$ cat src/rtl/dem_controller.sv
// Run-control sequencer for an external W-bit counter: loads a start value, issues
// prescaled count-enable pulses, stops (one-shot) or reloads (continuous) at terminal count.
module dem_controller #(
  parameter int W     = 4,
  parameter int PRESC = 4,
  parameter int PW    = 16
) (
  input  logic         clk,
  input  logic         rs,
  input  logic         start,
  input  logic         stop,
  input  logic         hold,
  input  logic         oneshot,
  input  logic         up,
  input  logic [W-1:0] limit,
  input  logic [W-1:0] q,
  output logic         cnt_en,
  output logic         cnt_up,
  output logic         cnt_ld,
  output logic [W-1:0] ld_val,
  output logic         busy,
  output logic         done,
  output logic [2:0]   state
);

  typedef enum logic [2:0] {
    S_IDLE  = 3'd0,
    S_LOAD  = 3'd1,
    S_RUN   = 3'd2,
    S_PAUSE = 3'd3,
    S_DONE  = 3'd4
  } state_t;

  state_t        state_r, state_nx_s;
  logic [PW-1:0] presc_r, presc_nx_s;
  logic          up_r, oneshot_r;
  logic [W-1:0]  limit_r;
  logic [W-1:0]  term_s, sv_s;
  logic          tick_s, capture_s;

  // Next-state, prescaler and output decode from registered state plus fed-back q
  always_comb begin
    term_s     = up_r ? limit_r : {W{1'b0}};
    sv_s       = up_r ? {W{1'b0}} : limit_r;
    tick_s     = (presc_r == PW'(PRESC - 1));
    capture_s  = 1'b0;
    state_nx_s = state_r;
    presc_nx_s = presc_r;
    cnt_en     = 1'b0;
    cnt_up     = 1'b0;
    cnt_ld     = 1'b0;
    ld_val     = {W{1'b0}};
    busy       = 1'b0;
    done       = 1'b0;
    case (state_r)
      S_IDLE: begin
        presc_nx_s = {PW{1'b0}};
        if (stop) begin
          state_nx_s = S_IDLE;
        end else if (start) begin
          capture_s  = 1'b1;
          state_nx_s = S_LOAD;
        end else begin
          state_nx_s = S_IDLE;
        end
      end
      S_LOAD: begin
        cnt_ld     = 1'b1;
        ld_val     = sv_s;
        busy       = 1'b1;
        cnt_up     = up_r;
        presc_nx_s = {PW{1'b0}};
        state_nx_s = stop ? S_IDLE : S_RUN;
      end
      S_RUN: begin
        busy       = 1'b1;
        cnt_up     = up_r;
        cnt_en     = tick_s && (q != term_s);
        presc_nx_s = tick_s ? {PW{1'b0}} : presc_r + PW'(1);
        // stop outranks terminal count, which outranks hold
        if (stop) begin
          state_nx_s = S_IDLE;
        end else if (tick_s && (q == term_s)) begin
          state_nx_s = oneshot_r ? S_DONE : S_LOAD;
        end else if (hold) begin
          state_nx_s = S_PAUSE;
        end else begin
          state_nx_s = S_RUN;
        end
      end
      S_PAUSE: begin
        busy   = 1'b1;
        cnt_up = up_r;
        if (stop) begin
          state_nx_s = S_IDLE;
        end else if (hold) begin
          state_nx_s = S_PAUSE;
        end else begin
          state_nx_s = S_RUN;
        end
      end
      S_DONE: begin
        done       = 1'b1;
        state_nx_s = S_IDLE;
      end
      default: begin
        state_nx_s = S_IDLE;
        presc_nx_s = {PW{1'b0}};
      end
    endcase
    state = state_r;
  end

  // State, prescaler and run-configuration registers
  always_ff @(posedge clk) begin
    if (!rs) begin
      state_r   <= S_IDLE;
      presc_r   <= {PW{1'b0}};
      up_r      <= 1'b0;
      limit_r   <= {W{1'b0}};
      oneshot_r <= 1'b0;
    end else begin
      state_r <= state_nx_s;
      presc_r <= presc_nx_s;
      if (capture_s) begin
        up_r      <= up;
        limit_r   <= limit;
        oneshot_r <= oneshot;
      end else begin
        up_r      <= up_r;
        limit_r   <= limit_r;
        oneshot_r <= oneshot_r;
      end
    end
  end

endmodule

$ cat config.mk
export PLATFORM = sky130hd
export DESIGN_NAME = dem_controller
export DESIGN_NICKNAME = d
export VERILOG_FILES = /design/src/rtl/dem_controller.sv
export SDC_FILE = /design/constraint.sdc
export NUM_CORES = 1
export LEC_CHECK = 0
export ABC_AREA = 1
export BUFFER_PORTS_ARGS = -buffer_cell sky130_fd_sc_hd__buf_4
export CORE_MARGIN = 4
export CORE_UTILIZATION = 39
export DETAILED_ROUTE_END_ITERATION = 10
export GPL_TIMING_DRIVEN = 0
export PLACE_DENSITY = 0.57
export RECOVER_POWER = 25
export SYNTH_ARGS = -nofsm -noshare
export SYNTH_HDL_FRONTEND = slang
export SYNTH_SLANG_ARGS = --single-unit
$ cat constraint.sdc
create_clock -name clk -period 1.7 [get_ports clk]
set_input_delay 0.34 -clock clk [delete_from_list [all_inputs] [get_ports clk]]
set_output_delay 0.34 -clock clk [all_outputs]
set_load 0.02 [all_outputs]
==> summary.txt <==
Status
  – Result of the run: complete, but fails checks
  – Failing checks: negative setup slack

Global route
  – GRT overflow: 0
  – Met1 Use GR: 24.2%
  – Vias in the first global route: roughly 1,400
  – Global Route met2 Usage: 29.8%
  – Most Used Layer, Global Route: met2
  – GRT met3 Usage: 4.11%
  – Initial antenna violation count: 0
  – First-pass GRT wire length: 6350 um
  – Largest net degree at the start of global routing: 14
  – Global-route usage over all layers: between 10% and 20%

Finish
  – # fillers: 343
  – Ant. Diodes: 0
  – Area growth syn-to-layout: 46.0%
  – Nets: about 300
  – Share of cells above drive strength 1: 37.2%

Critical path
  – Critical Path Most Common Cell: buf_4
  – Critical path's slowest cell: dfxtp_4
  – Critical path launch point type: flop
  – CP peak stage delay: 0.41 ns
  – Worst Reg-to-Reg Cells: 14
  – Crit path kind: reg -> reg
  – Critical path required time: 1.98 ns
  – Launch point of the worst reg-to-reg path: up_r
  – Critical path capture point type: flop
  – WP data arrival: 2.15 ns
  – CP Cell Sequence: buf_8 -> buf_6 -> nand3_2 -> nand2_1 -> nor2_2 -> nand2_2 -> nand2_2 -> buf_4 -> buf_4 -> buf_4 -> buf_4 -> buf_4 -> buf_4 -> a31oi_1
  – Reg-to-reg slack, setup: -0.17 ns
  – Max FO, Critical Path: 5
  – FF-to-FF End: state[1]

Floorplan
  – Number of I/O pins: 27
  – Die Wd: 68.3 um
  – Die Span Y: 68.3 um
  – Die area: 4670 um2
  – Initial Util: 41.5%
  – CORE AREA: 3420 um2
  – Rows: 21

Power
  – P_leak: between 0.8 and 0.9 nW
  – Combinational fraction of design power: 18.7%
  – Pwr dens: around 530 nW/um2
  – Clock power frac: around 26%
  – Max IR drop VDD: about 480 uV
  – Switching Fraction: 28.1%
  – Part of the power in registers: between 50% and 60%
  – Psw: between 300 and 400 uW
  – Int Pwr: 793 uW

Synth
  – Mapped Area: 1420 um2
  – Most common cell in the synthesized netlist: nand2_1
  – Synth top cells by count: 49 x nand2_1, 35 x nor2_1, 31 x inv_1
  – Post-synthesis sequential area ratio: 35.3%
  – Number of synthesized flops with an enable pin: 0
  – Post-synth top area cell: dfxtp_1
  – Syn_nets: approximately 240
  – #FFs+latches synth: 25
  – Gate Count Post-Synth: 223
  – Async set-reset flop share out of synthesis: 0%
  – Synth unique cells: 29
  – Top cell type's share of synthesized area: 35.3%
  – Ys Warns: 0
  – Synth top area cells: dfxtp_1 35%, nand2_1 13%, nor2_1 9.3%
  – Ys flop type: dfxtp_1
  – Avg Cell Area, Syn: 6.36 um2

STA
  – Final Max Tran Viols: 0
  – Total negative slack: -0.600 ns
  – Fmax: roughly 0.53 GHz
  – Clk_skew: about 0.0074 ns
  – Slew headroom: 72.9%
  – RSZ-0062 raised after global routing: yes
  – Final Setup Violations: 7
  – Tmin final: 1.87 ns
  – Final Hold Viols: 0
  – Post-route clock period utilization: 110%
  – Actual slew at the worst max-slew pin: 0.406 ns
  – Final Worst Setup Slack: -0.173 ns

CTS
  – CTS root buf: clkbuf_4
  – H-tree depth: 1
  – TritonCTS buffer count: 3
  – Longest Clk Path Bufs: 2
  – Clk Latency, worst-skew pair: between 0.3 and 0.4 ns
  – # clock sinks: 25
  – Clk slew on worst S/H paths: 0.14 ns
  – CTS tree: built

Placed design
  – GP Congestion: 0.784
  – HPWL Detailed: 2660 um
  – Port Buffers: 26
  – Pre-CTS setup slack: about 0.016 ns

Drt
  – DRC Markers: 0
  – Routed vias/inst: 4.83
  – Drt first pass iters: 4
  – Vias: roughly 1,600
  – Final wirelength: between 4000 and 5000 um
  – Post-DRT Antenna Nets: 0
  – Avg WL per Cell: 12.2 um
  – First DRT Iteration DRCs: approximately 90

Worst hold path
  – Worst Hold End: state[2]
  – Hold path startpoint: stop
  – Worst hold path depth: 2
  – Worst Hold Class: in -> reg

Job
  – Max-Cap Viols: 0
## critical path: cells and delay by family (launching register included)
family	cells	cell delay [ns]
buffers and inverters	8	0.97
DFF	1	0.41
and+or+nand+nor	5	0.32
AOI/OAI and AO/OA	1	0.11
## state kept, by name, indices dropped and copies added (netlist names)
name / cells
limit_r: 4
oneshot_r: 1
presc_r: 16
state: 3
up_r: 1
## layer usage
layer | up-vias | routed length (um)
li1 | 839 | -
met1 | 713 | 1960
met5 | - | 0
met3 | 5 | 191
met2 | 27 | 1830
met4 | 0 | 37
## worst max-delay path by stage
| stage | startpoint | end | slack, ns | cells after the start |
|---|---|---|---|---|
| 2_1_floorplan | state[2] | ld_val[0] | 0.02 | 5 |
| 3_3_place_gp | up_r | cnt_en | -0.03 | 8 |
| 3_5_place_dp | up_r | cnt_en | 0.02 | 8 |
| 4_1_cts | up_r | cnt_en | -0.14 | 8 |
| 5_1_grt | up_r | cnt_en | -0.24 | 9 |
| 6_report | up_r | state[1] | -0.17 | 14 |
## area by class of cell
class                           instances  area, um2  area share, %
Clock buffer                            4       26.3           1.27
Timing Repair Buffer                   55        424           20.5
Inverter                               32        128           6.16
Buffer                                  3       23.8           1.15
Tap cell                               46       57.6           2.78
Sequential cell                        25        507           24.5
Multi-Input combinational cell        163        906           43.7
## cell usage in the layout (no fill, tap or decap), types with 2 or more instances in the layout
cell	count
buf_4	51
nand2_1	41
nor2_1	28
inv_1	26
dfxtp_1	22
a21oi_1	16
nand3_1	13
o21ai_0	11
nand2_2	7
nand3_2	6
nor3_1	6
nor2_2	5
nor3_2	5
clkbuf_4	4
inv_4	3
nand2_4	3
inv_2	3
nor2_4	3
buf_6	3
clkbuf_1	2
a31oi_1	2
o21bai_1	2
nor3b_1	2
dfxtp_2	2
## metrics by stage
stage / hold slack (ns) / util (%) / total power [mW] / cell area, um2 / std cells
6_report: 0.173 / 60.7 / 1.10 / 2070 / 328
5_1_grt: 0.156 / 60.7 / 1.16 / 2070 / 328
4_1_cts: 0.175 / 57.2 / 1.09 / 1950 / 323
3_5_place_dp: 0.468 / 49.6 / 0.761 / 1690 / 295
3_3_place_gp: 0.465 / 49.6 / 0.762 / 1690 / 295
2_1_floorplan: 0.418 / - / 0.702 / 1440 / 223
## logic make-up (layout without fill, tap and decap cells)
| logic type | count (synthesis) | after routing | share of synthesized area (%) |
|---|---|---|---|
| fa+ha+maj | 1 | 1 | 0.882 |
| compound gates | 35 | 35 | 14.3 |
| flops | 25 | 25 | 35.3 |
| simple gates | 127 | 127 | 39.9 |
| buf+inv | 35 | 94 | 9.61 |
## power groups by stage
stage          sequential [mW]  clock (mW)  combinational (mW)
2_1_floorplan            0.624           0              0.0778
3_3_place_gp             0.624           0               0.137
3_5_place_dp             0.624           0               0.137
4_1_cts                  0.613       0.292               0.184
5_1_grt                  0.617       0.323               0.223
6_report                 0.615       0.282               0.206
## what timing repair did
action,4_1_cts,5_1_grt
cloned,0,0
setup buffers,24,7
pin swaps,10,20
hold buffers,0,0
endpoints found under the setup margin,7,13
gates resized for setup,21,29
No activity file was read; power rests on OpenSTA's default activity.
